===== src/rtl/coinc_bcd_counter.sv =====
// Two-channel edge counter with a coincidence counter and a retriggerable window.
// All three counts are 4-digit packed BCD that saturate at 9999 with sticky overflow flags.
module coinc_bcd_counter #(
    parameter int SYNC_STAGES   = 2,
    parameter int WINDOW_CYCLES = 10,
    parameter int WIN_W         = 8
) (
    input  logic        clk,
    input  logic        rst_n,
    input  logic        pulse_a,
    input  logic        pulse_b,
    input  logic        count_en,
    input  logic        clear,
    output logic [15:0] digits_A,
    output logic [15:0] digits_B,
    output logic [15:0] digits_C,
    output logic [2:0]  overflow
);

    localparam logic [WIN_W-1:0] WIN_LOAD = WIN_W'(WINDOW_CYCLES);

    logic [SYNC_STAGES-1:0] sync_a, sync_b;
    logic                   hist_a, hist_b;
    logic                   edge_a, edge_b;
    logic [WIN_W-1:0]       win_a, win_b;
    logic                   coinc;

    function automatic logic [15:0] bcd_inc(input logic [15:0] v);
        logic [15:0] r;
        logic        carry;
        r     = v;
        carry = 1'b1;
        for (int unsigned i = 0; i < 4; i++) begin
            if (carry) begin
                if (r[4*i +: 4] == 4'd9) begin
                    r[4*i +: 4] = 4'd0;
                end else begin
                    r[4*i +: 4] = r[4*i +: 4] + 4'd1;
                    carry       = 1'b0;
                end
            end
        end
        return r;
    endfunction

    // Edge events are registered so the pin-to-edge delay is SYNC_STAGES+1 cycles.
    always_ff @(posedge clk or negedge rst_n) begin
        if (!rst_n) begin
            sync_a <= '0;
            sync_b <= '0;
            hist_a <= 1'b0;
            hist_b <= 1'b0;
            edge_a <= 1'b0;
            edge_b <= 1'b0;
        end else begin
            sync_a <= {sync_a[SYNC_STAGES-2:0], pulse_a};
            sync_b <= {sync_b[SYNC_STAGES-2:0], pulse_b};
            hist_a <= sync_a[SYNC_STAGES-1];
            hist_b <= sync_b[SYNC_STAGES-1];
            edge_a <= sync_a[SYNC_STAGES-1] & ~hist_a;
            edge_b <= sync_b[SYNC_STAGES-1] & ~hist_b;
        end
    end

    always_comb begin
        coinc = count_en & ((edge_a & edge_b) |
                            (edge_b & (win_a != '0)) |
                            (edge_a & (win_b != '0)));
    end

    always_ff @(posedge clk or negedge rst_n) begin
        if (!rst_n) begin
            digits_A <= '0;
            digits_B <= '0;
            digits_C <= '0;
            overflow <= '0;
            win_a    <= '0;
            win_b    <= '0;
        end else if (clear) begin
            digits_A <= '0;
            digits_B <= '0;
            digits_C <= '0;
            overflow <= '0;
            win_a    <= '0;
            win_b    <= '0;
        end else if (!count_en) begin
            win_a <= '0;
            win_b <= '0;
        end else begin
            if (edge_a) begin
                if (digits_A == 16'h9999) overflow[0] <= 1'b1;
                else                      digits_A    <= bcd_inc(digits_A);
            end
            if (edge_b) begin
                if (digits_B == 16'h9999) overflow[1] <= 1'b1;
                else                      digits_B    <= bcd_inc(digits_B);
            end
            if (coinc) begin
                if (digits_C == 16'h9999) overflow[2] <= 1'b1;
                else                      digits_C    <= bcd_inc(digits_C);
            end
            // A matched pairing disarms both windows so one edge never pairs twice.
            if (coinc) begin
                win_a <= '0;
                win_b <= '0;
            end else begin
                if (edge_a)              win_a <= WIN_LOAD;
                else if (win_a != '0)    win_a <= win_a - WIN_W'(1);
                if (edge_b)              win_b <= WIN_LOAD;
                else if (win_b != '0)    win_b <= win_b - WIN_W'(1);
            end
        end
    end

endmodule


===== config.mk =====
export PLATFORM = sky130hd
export DESIGN_NAME = coinc_bcd_counter
export DESIGN_NICKNAME = d
export VERILOG_FILES = /design/src/rtl/coinc_bcd_counter.sv
export SDC_FILE = /design/constraint.sdc
export NUM_CORES = 1
export LEC_CHECK = 0
export ABC_AREA = 1
export BUFFER_PORTS_ARGS = -buffer_cell sky130_fd_sc_hd__buf_4
export CAP_MARGIN = 20
export CORE_ASPECT_RATIO = 1.1
export CORE_MARGIN = 1
export CORE_UTILIZATION = 58
export DETAILED_ROUTE_END_ITERATION = 6
export PLACE_DENSITY = 0.84
export SYNTH_ARGS = -nofsm -noshare
export SYNTH_HDL_FRONTEND = slang
export SYNTH_SLANG_ARGS = --single-unit

===== constraint.sdc =====
create_clock -name clk -period 2.08 [get_ports clk]
set_input_delay 0.312 -clock clk [delete_from_list [all_inputs] [get_ports clk]]
set_output_delay 0.312 -clock clk [all_outputs]
set_load 0.05 [all_outputs]

# Word-level counts from Yosys, hierarchy flattened
# Index checks and enable logic that the tools add are counted.
# op_classes
bitwise_logic	10
n_addsub	14
reduce_logical	33
eq_ne	20
n_mux	102
# ops
operator	n
2-to-1 mux 16 bit	12
2-to-1 mux 4 bit	21
2-to-1 mux 8 bit	10
2-to-1 mux 1 bit	57
adder 4 x 1 -> 4 bit (second input constant)	12
equality test 16 bit (second input constant)	3
equality test 4 bit (second input constant)	12
AND reduction 4 bit	9
nonzero test 2 bit	16
AND reduction 3 bit	6
nonzero test 8 bit	2
subtractor 8 x 1 -> 8 bit (second input constant)	2
!= test 5 x 1 -> 1 bit (second input constant)	2
bitwise AND 1 bit	6
2-to-1 mux 3 bit	2
!= test 2 bit (second input constant)	3
NOT 1 bit	2
bitwise OR 1 bit	2
# totals
word_cells	202
register_bits	75

# Logic depth before layout (Yosys ltp)
# logic_depth
ltp_word	23
mapped_depth	12

# Least setup slack after synthesis
# Ideal clock, no wire load.
# synth_timing
path_kind	flip-flop to flip-flop
from	reg digits_B[8]
to	reg digits_B[7]
arrival_time_ps	1782
period_less_slack_ps	1905
stages_incl_launch_ff	10
n_path_buf	1
required_time_ps	1957
path_slack_ps	175
path_cell_list	dfrtp_1 -> ha_1 -> nand2_1 -> nor2_1 -> nand4_2 -> nand2_2 -> nor2_2 -> buf_6 -> nand3_1 -> o21ai_1
# synth_between
elab_chain_cells	3
# synth_rtl
element	line_no	text
from (decl)	15	output logic [15:0] digits_B,
from (signal assigned)	96	else digits_B <= bcd_inc(digits_B);
equality test 16 bit	95	if (digits_B == 16'h9999) overflow[1] <= 1'b1;
!= test 2 bit (no line)	n/a	
AND reduction 4 bit (no line)	n/a	
# No other way between the ends.
# A chain may end at the register's enable or synchronous reset.

# Worst setup path in the final report
# layout_timing
from	reg digits_B[1]
to	reg digits_B[7]
# layout_between
elab_chain_cells	8
elab_cells_between_ends	10
cone_classes	eq/ne (3); mux (5); reduce/logical (2)
# layout_rtl
element	line_no	text
equality test 4 bit	35	if (r[4*i +: 4] == 4'd9) begin
2-to-1 mux 1 bit	35	
2-to-1 mux 1 bit	95	
2-to-1 mux 1 bit	94	if (edge_b) begin
2-to-1 mux 1 bit	86	end else if (!count_en) begin
2-to-1 mux 1 bit	79	end else if (clear) begin
nonzero test 2 bit (no line)	n/a	
AND reduction 4 bit (no line) (*)	n/a	
# Mark *: on every way between the ends. The rest lies on a longest branch, timed or not. The select of a mux whose other input is x is not followed.

==> reports/qor.txt <==
======================================================================================
Number of different library cells in the post-synthesis netlist .........           40
Number of warnings reported in the yosys synthesis log ..................            0
Hold Crit Class .........................................................    in -> reg
Detailed-route DRC error count ..........................................            6
Post-route minimum period ...............................................      1.93 ns
Kind of start point of the critical path ................................    flip-flop
Slew Limit Headroom .....................................................        70.6%
Highest net fanout along the worst path .................................            7
Outcome ................................................................. finished, violations left
Psw .....................................................................      2.19 mW
Clock Latency Late Sink .................................................      0.35 ns
First drt pass iteration count ..........................................            7
CTS root buf ............................................................     clkbuf_8
Weighted congestion at the end of routability-driven global placement ...        0.896
Summed negative setup slack over all endpoints ..........................         0 ns
# diodes ................................................................            0
Synthesized netlist net count ...........................................          558
Number of standard cells after synthesis ................................          525
Worst Setup Slack post-DPL ..............................................     0.230 ns
Detailed router's first-iteration violation count .......................          196
Total of buffers placed on input and output ports .......................           56
DPL Wire Length .........................................................      6750 um
TritonCTS sink count ....................................................           75
Register-to-register setup slack ........................................      0.15 ns
Die Span X ..............................................................      84.5 um
Dominant cells by area after synthesis .................................. dfrtp_1 (43%), nand2_1 (9.5%), ha_1 (7.8%)
Critical Path End Type ..................................................    flip-flop
Most frequent cell after synthesis ......................................      nand2_1
Initial core utilization ................................................        60.9%
Die ar. .................................................................     7830 um2
Clock network fraction of total power ...................................        24.3%
Pins over their slew limit ..............................................            0
Area share of the leading cell type in the synthesized netlist ..........        43.3%
Internal power of the cells .............................................      3.04 mW
CP max stage delay ......................................................      0.42 ns
Buf/Inv on CP ...........................................................            2
Critical Path Slowest Stage Cell ........................................      dfrtp_1
Post-synthesis async set-or-reset flop share ............................         100%
Family of cells with the greatest summed delay on the critical path ..... simple AND/OR/NAND/NOR gates
Final setup violation count .............................................            0
Core ar. ................................................................     7130 um2
Wire length of the first global-routing pass ............................     16500 um
Count of flip-flops with a built-in enable after synthesis ..............            0
Leakage component of the power ..........................................      2.65 nW
Number of nets with antenna violations after detailed routing ...........            0
Area added between synthesis and finish .................................        17.7%
Post-synthesis cell area ................................................     4340 um2
Final worst-path setup slack ............................................     0.149 ns
Data required time at the worst endpoint ................................      2.32 ns
Highest achievable clock rate ...........................................      518 MHz
Worst Clk Skew ..........................................................   0.00907 ns
Die height ..............................................................      92.7 um
Critical Path AT ........................................................      2.17 ns
Slew at the pin closest to its max-slew limit ...........................     0.439 ns
Wire per inst ...........................................................      13.9 um
Clock Tree Buf Depth ....................................................            2
Total number of H-tree levels ...........................................            3
Comb pwr share ..........................................................        39.3%
Fraction of the cycle the final worst path needs ........................        92.8%
Post-synth top area cell ................................................      dfrtp_1
Dominant cell type by count on the critical path ........................      nand3_1
Initial antenna violation count .........................................            0
Number of failing hold endpoints at the final stage .....................            0
Critical Path, Cell by Cell ............................................. inv_1, ha_1, nand3_1, nor2_1, nand4_2, nand2_2, nor2_2, buf_4, nand3_1, o21ai_1
Cell Pwr Density ........................................................  1020 nW/um2
Post-layout nets ........................................................          623
Drt total wl ............................................................      9420 um
Pin count of the biggest net entering global routing ....................           50
Share of total power consumed by net switching ..........................        41.9%
Clock slew at the register clock pins of the worst setup and hold paths .      0.08 ns
Overall overflow remaining after global route ...........................            0
Global routing usage summed across all routing layers ...................        26.7%
Via count of the routed design ..........................................         3710
Placement row count .....................................................           32
Proportion of layout cells with a drive suffix above 1 ..................        20.2%
CTS tree ................................................................        built
Count of cells resized by post-cts repair ...............................            0
Post-synth top flop .....................................................      dfrtp_1
Vias per inst ...........................................................         5.46
Failing checks .......................................................... design-rule violations
Post-synthesis register bit count .......................................           75
Boundary Pins ...........................................................           57
Portion of the post-synthesis area used by sequential elements ..........        43.3%
Share of power burned in registers ......................................        36.3%
TritonCTS buffer count ..................................................            9
Setup repair after global routing missed its margin .....................        false
Largest voltage drop on the vdd net .....................................     0.485 mV
Most instantiated cells after synthesis ................................. nand2_1 (110), dfrtp_1 (75), inv_1 (54), nand3_1 (54), nor2_1 (52)
Syn_area_per_cell .......................................................     8.26 um2
Critical path class .....................................................   reg -> reg
Number of global-route vias before repair ...............................         3717
Maximum capacitance violations ..........................................            0
======================================================================================
-- sequential cells by signal, indices dropped and copies added, names as in the netlist --
| register | flops |
|---|---|
| edge_b | 1 |
| win_b | 8 |
| overflow | 3 |
| sync_a | 2 |
| digits_B | 16 |
| edge_a | 1 |
| hist_a | 1 |
| hist_b | 1 |
| digits_A | 16 |
| sync_b | 2 |
| digits_C | 16 |
| win_a | 8 |
-- power groups by stage --
stage | clock [mW] | sequential [mW] | combinational, mW
final | 1.27 | 1.90 | 2.06
after global routing | 1.35 | 1.93 | 2.28
after CTS | 1.29 | 1.90 | 2.07
after detailed placement | 0 | 1.92 | 2.05
after global placement | 0 | 1.91 | 1.98
after floorplan | 0 | 2.33 | 1.11
-- what timing repair did --
action / in CTS / in global routing
endpoints found under the hold margin: 26 / 0
hold buffers: 1 / 0
buffers inserted: 0 / 0
-- stage by stage --
step | instances | util (%) | power (mW) | hold slack (ns) | area, um2
4_1_cts | 680 | 71.6 | 5.26 | 0.0499 | 5100
3_5_place_dp | 663 | 68.3 | 3.97 | 0.263 | 4870
2_1_floorplan | 525 | - | 3.44 | 0.0164 | 4340
3_3_place_gp | 663 | 68.3 | 3.89 | 0.253 | 4870
6_report | 680 | 71.6 | 5.23 | 0.0694 | 5100
5_1_grt | 680 | 71.6 | 5.56 | 0.0510 | 5100
-- metal layers --
metal / global-route usage [%] / vias up / wire [um]
met5: 0 / - / 0
li1: - / 1843 / -
met2: 46.1 / 85 / 4850
met4: 13.4 / 0 / 229
met1: 32.8 / 1759 / 4030
met3: 4.19 / 23 / 318
-- cell families after synthesis --
family | Yosys count | share of synthesized area (%)
AOI/OAI and AO/OA | 47 | 6.11
xor gates and xnor gates | 23 | 4.64
adders and majority gates | 27 | 7.79
buffers and inverters | 67 | 6.14
DFF | 75 | 43.3
muxes | 1 | 0.231
and+or+nand+nor | 285 | 31.8
-- cells in the final DEF, fill, tap and decap left out, types with 2 or more instances in the layout --
cell	n
o21ai_1	8
nor2_1	52
bufinv_16	2
inv_2	5
nand4_1	8
or2_2	2
o21a_1	2
nor4_1	4
nor2_4	5
nand2_1	110
nor3_1	14
nand3_1	54
nor2_2	8
xnor2_1	8
o22ai_1	3
buf_4	59
clkinv_2	2
a211oi_1	2
nand3_2	3
o21ai_0	21
xor2_1	15
ha_1	27
clkinvlp_4	2
dfrtp_1	75
a21oi_1	6
nand2_2	11
inv_1	54
nor3b_1	5
nand2_4	4
clkbuf_8	10
-- worst paths after layout --
check | from | endpoint | cells after the start
max in group asynchronous | rst_n | digits_B[7]$_DFFE_PN0P_ | 3
min reg2reg | sync_b[0]$_DFF_PN0_ | sync_b[1]$_DFF_PN0_ | 0
max | digits_B[1]$_DFFE_PN0P_ | digits_B[7]$_DFFE_PN0P_ | 10
max reg2reg | digits_B[1]$_DFFE_PN0P_ | digits_B[7]$_DFFE_PN0P_ | 10
min in group asynchronous | rst_n | win_a[7]$_DFFE_PN0P_ | 2
min | pulse_b | sync_b[0]$_DFF_PN0_ | 1
-- cell type report --
| type | instances | area, um2 |
|---|---|---|
| clock buffer | 10 | 138 |
| clock inverter | 6 | 88.8 |
| fill | 541 | 2020 |
| inverter | 60 | 226 |
| multi-input combinational | 383 | 2190 |
| sequential | 75 | 1880 |
| tap | 85 | 106 |
| timing repair buffer | 61 | 473 |
Power figures use the tool's default switching activity.
